[src/rtl/tx_packet_arbiter.sv]
// Round-robin packet arbiter in front of uart_tx: frames each granted source's
// payload as header byte, payload bytes and an XOR checksum trailer.
module tx_packet_arbiter #(
  parameter int unsigned NUM_SRC   = 3,
  parameter logic [3:0]  HDR_MAGIC = 4'hA
) (
  input  logic                   clk,
  input  logic                   rst_in,
  input  logic [NUM_SRC-1:0]     src_req,
  input  logic [8*NUM_SRC-1:0]   src_data,
  input  logic [NUM_SRC-1:0]     src_valid,
  input  logic [NUM_SRC-1:0]     src_last,
  output logic [NUM_SRC-1:0]     src_ready,
  output logic [NUM_SRC-1:0]     src_grant,
  output logic [7:0]             tx_data,
  output logic                   tx_start,
  input  logic                   tx_done,
  output logic                   busy,
  output logic [15:0]            pkt_count
);

  localparam int unsigned IDW = (NUM_SRC > 1) ? $clog2(NUM_SRC) : 1;
  localparam logic [NUM_SRC-1:0] GRANT_LSB = NUM_SRC'(1);

  typedef enum logic [2:0] {IDLE, SEND, WAIT_BUSY, WAIT_DONE, FETCH} state_t;
  typedef enum logic [1:0] {HDR, PAYLOAD, TRAILER} phase_t;

  state_t         state;
  phase_t         phase;
  logic [IDW-1:0] rr_ptr;
  logic [IDW-1:0] winner;
  logic           found;
  logic [7:0]     chk;
  logic           last_seen;
  logic [7:0]     g_byte;
  logic           g_valid;
  logic           g_last;

  // First requester strictly after rr_ptr, wrapping; rr_ptr itself comes last.
  always_comb begin : arbitrate
    int unsigned idx;
    idx    = 0;
    winner = rr_ptr;
    found  = 1'b0;
    for (int unsigned k = 1; k <= NUM_SRC; k++) begin
      idx = (32'(rr_ptr) + k) % NUM_SRC;
      if (!found && src_req[IDW'(idx)]) begin
        found  = 1'b1;
        winner = IDW'(idx);
      end
    end
  end

  // rr_ptr holds the granted index for the whole packet, so it selects the byte lane.
  always_comb begin : lane_mux
    g_byte  = '0;
    g_valid = 1'b0;
    g_last  = 1'b0;
    for (int unsigned k = 0; k < NUM_SRC; k++) begin
      if (rr_ptr == IDW'(k)) begin
        g_byte  = src_data[8*k +: 8];
        g_valid = src_valid[k];
        g_last  = src_last[k];
      end
    end
  end

  always_ff @(posedge clk or posedge rst_in) begin
    if (rst_in) begin
      state     <= IDLE;
      phase     <= HDR;
      rr_ptr    <= IDW'(NUM_SRC - 1);
      chk       <= '0;
      last_seen <= 1'b0;
      src_ready <= '0;
      src_grant <= '0;
      tx_data   <= '0;
      tx_start  <= 1'b0;
      busy      <= 1'b0;
      pkt_count <= '0;
    end else begin
      tx_start  <= 1'b0;
      src_ready <= '0;
      case (state)
        IDLE: begin
          if (tx_done && found) begin
            src_grant <= GRANT_LSB << winner;
            rr_ptr    <= winner;
            busy      <= 1'b1;
            chk       <= '0;
            last_seen <= 1'b0;
            tx_data   <= {HDR_MAGIC, 1'b0, 3'(winner)};
            phase     <= HDR;
            tx_start  <= 1'b1;
            state     <= SEND;
          end
        end
        SEND: state <= WAIT_BUSY;
        WAIT_BUSY: begin
          if (!tx_done) state <= WAIT_DONE;
        end
        WAIT_DONE: begin
          if (tx_done) begin
            if (phase == TRAILER) begin
              src_grant <= '0;
              busy      <= 1'b0;
              pkt_count <= pkt_count + 16'd1;
              state     <= IDLE;
            end else if (phase == PAYLOAD && last_seen) begin
              tx_data  <= chk;
              phase    <= TRAILER;
              tx_start <= 1'b1;
              state    <= SEND;
            end else begin
              state <= FETCH;
            end
          end
        end
        FETCH: begin
          if (g_valid) begin
            src_ready <= src_grant;
            tx_data   <= g_byte;
            chk       <= chk ^ g_byte;
            last_seen <= g_last;
            phase     <= PAYLOAD;
            tx_start  <= 1'b1;
            state     <= SEND;
          end
        end
        default: state <= IDLE;
      endcase
    end
  end

endmodule

[config.mk]
export PLATFORM = sky130hd
export DESIGN_NAME = tx_packet_arbiter
export DESIGN_NICKNAME = d
export VERILOG_FILES = /design/src/rtl/tx_packet_arbiter.sv
export SDC_FILE = /design/constraint.sdc
export NUM_CORES = 1
export LEC_CHECK = 0
export CAP_MARGIN = 30
export CELL_PAD_IN_SITES_DETAIL_PLACEMENT = 0
export CELL_PAD_IN_SITES_GLOBAL_PLACEMENT = 1
export CORE_MARGIN = 5
export CORE_UTILIZATION = 37
export CTS_CLUSTER_DIAMETER = 80
export DETAILED_ROUTE_END_ITERATION = 16
export HOLD_SLACK_MARGIN = 0.1
export PLACE_DENSITY_LB_ADDON = 0.1
export SLEW_MARGIN = 40
export SYNTH_ARGS = -nofsm -noshare
export SYNTH_HDL_FRONTEND = slang
export SYNTH_SLANG_ARGS = --single-unit
[constraint.sdc]
create_clock -name clk -period 3.4 [get_ports clk]
set_clock_uncertainty 0.05 [all_clocks]
set_input_delay 0.34 -clock clk [delete_from_list [all_inputs] [get_ports clk]]
set_output_delay 0.34 -clock clk [all_outputs]
set_load 0.01 [all_outputs]
After elaboration in Yosys (flattened, before gate mapping)
Index checks and enable logic that the tools add are counted.

Add/sub/neg operators: 4. Multiply operators: 0. Divide/modulo/power cells: 3. Order comparisons: 3. Equality and inequality tests: 15. Shifts and indexed selects: 1. Muxes and demuxes: 62. Bitwise logic cells: 1. Reductions and logical operators: 17.

Operators by type and width (number): $mod 32x2->32 const B (3); $mux 8 (10); $mux 3 (11); $pmux 8 s3 (1); $mux 1 (22); $add 16x1->16 const B (1); $mux 2 (8); $pmux 8 s2 (1); $pmux 3 s5 (1); $ne 2x2->1 const B (7); $lt 2x3->1 const B (3); $reduce_and 4->1 (2); $xor 8x8->8 (1); $add 2x2->3 const B (2); $bmux 1 s2 (3); $eq 3x2->1 const B (2); $pmux 2 s3 (1); $pmux 3 s2 (1); $reduce_and 3->1 (2); $reduce_and 6->1 (1); $eq 2x1->1 const B (2); $eq 2x2->1 const B (2); $logic_and 1x1->1 (4); $pmux 1 s2 (2); other kinds (11) (13).

Register bits after elaboration: 48. Latch bits: 0. Bits in writable memories: 0. Memory bits (read-only): 0. Input port bits: 36. Output and inout bits: 32. Logic and storage cells: 117. Memories: 0.

Depth between registers and ports, before layout
Depth after elaboration: 14. Gate-level depth with buffers: 9. Depth with buffers taken out: 7.

Worst setup path after synthesis
Ideal clock, no wire load.

Path type: reg2reg. Start: register rr_ptr[1]. End: register tx_data[2]. Setup time: 0.125 ns. Data arrival time: 2.598 ns. Data required time: 3.225 ns. Path slack: 0.627 ns. Cell stages (with the launch flop): 9. Buffers on the path: 1. Clock period less this slack: 2.773 ns. Cells stage by stage: dfstp_2 -> inv_1 -> ha_1 -> buf_6 -> mux2_4 -> a222oi_1 -> nand3_1 -> nand2_2 -> mux2_2.

Word-level cells in the longest chain between the ends: 14. Elaborated cells on any way between the ends: 34. Those cells by class: add/sub (3); div (3); eq/ne (4); mux (17); reduce/logical (7).

Ends and longest elaborated chain: start: declaration (RTL line 30) `logic [IDW-1:0] rr_ptr;`; start signal: assignment (RTL line 72) `rr_ptr <= IDW'(NUM_SRC - 1);`; start signal: assignment (RTL line 88) `rr_ptr <= winner;`; $add 2x1->3 (RTL line 46) `idx = (32'(rr_ptr) + k) % NUM_SRC;`; $mod 32x2->32 (RTL line 46); $bmux 1 s2 (RTL line 47) `if (!found && src_req[IDW'(idx)]) begin`; $mux 1 (not written as such) (RTL line 47); $mux 1 (RTL line 47); $logic_not 1->1 (RTL line 47); $logic_and 1x1->1 (RTL line 47); $mux 1 (RTL line 47); $logic_not 1->1 (RTL line 47); $logic_and 1x1->1 (RTL line 47); $mux 1 (RTL line 47); $logic_and 1x1->1 (RTL line 86) `if (tx_done && found) begin`; $ne 2x2->1 (no line); $reduce_and 6->1 (no line); end signal: assignment (RTL line 92) `tx_data <= {HDR_MAGIC, 1'b0, 3'(winner)};`; end signal: assignment (RTL line 110) `tx_data <= chk;`; end signal: assignment (RTL line 122) `tx_data <= g_byte;`; end: declaration (RTL line 15) `output logic [7:0] tx_data,`.

Parallel ways exist; a longest one is shown, timed or not. The select of a mux whose other input is x is not followed. A chain may end at the register's enable or synchronous reset.

Worst setup path after layout
Ends and elaborated chain as after synthesis.

==> flow_metrics.tcl <==
set metrics [dict create \
    setup_viol 0 \
    period_share 0.829 \
    vias 2211 \
    area_delta_synth_final_pct 33.9 \
    nets 376 \
    routed_wl_um 6240 \
    io_buffers 67 \
    synth.avg_cell_area_um2 9.94 \
    root_buffer "clkbuf_8" \
    drv_slew 0 \
    io_pins 68 \
    antenna_found_initial 0 \
    post-cts-setup-buffer-count 0 \
    fin_cells 431 \
    synth_top_area_frac 0.448 \
    dp_hpwl_um 4650 \
    cp-end-kind "flip-flop" \
    routed_via_density 5.13 \
    min_period_ns 2.82 \
    p_per_area_nw_per_um2 628 \
    rr_worst_depth 8 \
    clock_latency_ns 0.30 \
    n_antenna_cell 0 \
    synthDistinctLibCells 53 \
    cp.arrival_ns 2.96 \
    cts_hold_buf 0 \
    setup_tns_ns 0 \
    grt_pass1_vias 2106 \
    die_h_um 94.2 \
    rsz0062_at_grt "no" \
    remaining_drc_errors 0 \
    path_buf_inv 2 \
    worst_pin_slew_ns 0.595 \
    crit_fanout 10 \
    first_iter_violations 67 \
    r2r-end "tx_data[2]$_DFFE_PP0P_" \
    relSlewSlack 0.604 \
    hold_viol_final 0 \
    cts_buffers 5 \
    firstDrtPassIters 4 \
    htreeDepth 2 \
    cp_slowest_stage_delay_ns 0.56 \
    critical-path-slowest-cell "dfstp_2" \
    clkTransAtPathRegs_ns 0.09 \
    synth-seq-area-share 0.458 \
    yosys_warnings 0 \
    peakVddDrop_uv 348 \
    cts_tree "built" \
    start_util 0.384 \
    outcome "complete, no violations" \
    grt_pass1_wl_um 10100 \
    cts_num_sinks 48 \
    syn-instance-count 264 \
    synthMostInstantiatedCell "dfrtp_1" \
    fin_util 0.514 \
    synth_top_cell_by_area "dfrtp_1" \
    cts_buffer_depth 2 \
    regToRegSetupSlack_ns 0.58 \
    fp.dieW_um 94.2 \
    max-cap-violations 0 \
    core-area_um2 6830 \
    cp_top_family "multiplexers" \
    drive_above_1_share 0.0985 \
    ys_ff_latch 48 \
    synth_edf_count 0 \
    cp_cell_sequence "inv_1 -> ha_1 -> mux2_1 -> a222oi_1 -> buf_4 -> nand3_1 -> nand2_2 -> mux2_2" \
    start_kind "flip-flop" \
    ant_nets 0 \
    synth_flop_cell "dfrtp_1" \
    synth_common_cells "47 x dfrtp_1, 22 x nand2_1, 20 x nor2_1" \
    reg2reg_from "rr_ptr[1]$_DFFE_PP1P_" \
    synthesis.nets 305 \
    critical_path_class "reg -> reg" \
    wl_per_cell_um 14.5 \
    startpoint "rr_ptr[1]$_DFFE_PP1P_" \
    grt_max_degree 49 \
    dp.cells 424 \
    p_leak_nw 1.55 \
    place_congestion 0.773 \
    synth.area.top_cells "dfrtp_1 45%, xnor2_1 4.0%, xor2_1 3.7%" \
    fmax_ghz 0.355 \
    synthArstFlopShare 1.00 \
    syn-cell-area_um2 2620 \
    required_ns 3.54 \
    hold_path_class "in -> async" \
    post_cts_resized 0 \
    num_rows 30 \
    total_power_mw 2.21 \
    overflow 0 \
    grt_use_total 0.143 \
    dieArea_um2 8880 \
]
## how the worst max path moves through the flow
stage / end / slack, ns / cells past startpoint
final: tx_data[2]$_DFFE_PP0P_ / 0.58 / 8
after global routing: tx_data[2]$_DFFE_PP0P_ / 0.42 / 8
after detailed placement: tx_data[2]$_DFFE_PP0P_ / 0.60 / 8
after global placement: tx_data[4]$_DFFE_PP0P_ / 0.64 / 8
after floorplan: tx_data[2]$_DFFE_PP0P_ / 0.63 / 8
after CTS: tx_data[2]$_DFFE_PP0P_ / 0.58 / 8
## cells by family after synthesis
kind of cell	share of synthesized area
compound gates	0.173
xor+xnor	0.0768
fa+ha+maj	0.0238
buf+inv	0.0300
flops	0.458
mux	0.0439
simple gates	0.194
## layer usage
layer	vias to the layer above	track usage	share of wire	routed length, um
met2	54	0.230	0.48	2980
li1	1075	-	-	-
met4	0	0.0421	0.012	78
met1	1075	0.193	0.47	2910
met3	7	0.0304	0.044	273
met5	-	0	0	0
## where the power goes
| part | switching (mW) | internal [mW] |
|---|---|---|
| logic | 0.556 | 0.504 |
| registers | 0.0950 | 0.703 |
| clock network | 0.186 | 0.162 |
| total | 0.837 | 1.37 |
## sequential cells by signal (all words and copies together) (netlist names)
register,count
tx_start,1
last_seen,1
tx_data,8
rr_ptr,2
src_ready,3
chk,8
src_grant,3
pkt_count,16
busy,1
state,3
phase,2
## stage by stage
step	hold slack [ns]	instance area (um2)	setup WS [ns]
2_1_floorplan	0.384	2620	0.627
3_3_place_gp	0.412	3420	0.643
5_1_grt	0.450	3510	0.415
3_5_place_dp	0.413	3420	0.602
4_1_cts	0.429	3510	0.585
6_report	0.408	3510	0.583
## placed cells by master, fill, tap and decap left out, drive strengths merged, types with 2 or more instances in the layout
| master | Yosys | routed |
|---|---|---|
| a21oi | 5 | 5 |
| and2 | 6 | 6 |
| o21ai | 19 | 19 |
| a211oi | 2 | 2 |
| clkbuf | 8 | 6 |
| and3b | 2 | 2 |
| clkdlybuf4s50 | 0 | 67 |
| a31oi | 4 | 4 |
| a22o | 7 | 7 |
| mux2 | 9 | 9 |
| nor2 | 20 | 20 |
| ha | 5 | 5 |
| a2bb2o | 2 | 2 |
| inv | 10 | 10 |
| o211ai | 4 | 4 |
| xor2 | 11 | 11 |
| dfrtp | 47 | 47 |
| buf | 1 | 6 |
| o22ai | 4 | 4 |
| nand3b | 5 | 5 |
| xnor2 | 12 | 12 |
| nand3 | 5 | 5 |
| nor2b | 9 | 9 |
| and3 | 5 | 5 |
| nor3 | 3 | 3 |
| a21o | 5 | 5 |
| nand2 | 23 | 23 |
| nand2b | 6 | 6 |
| or3 | 2 | 2 |
| nand4 | 5 | 5 |
| a22oi | 2 | 2 |
| a221oi | 3 | 3 |
## final cells by class
class                           instances  area [um2]
Timing Repair Buffer                   73         716
Clock inverter                          1        8.76
Fill cell                             643        3320
Clock buffer                            6        82.6
Sequential cell                        48        1200
Tap cell                               96         120
Inverter                               10        40.0
Multi-Input combinational cell        197        1340
(Power assumes the default switching activity.)
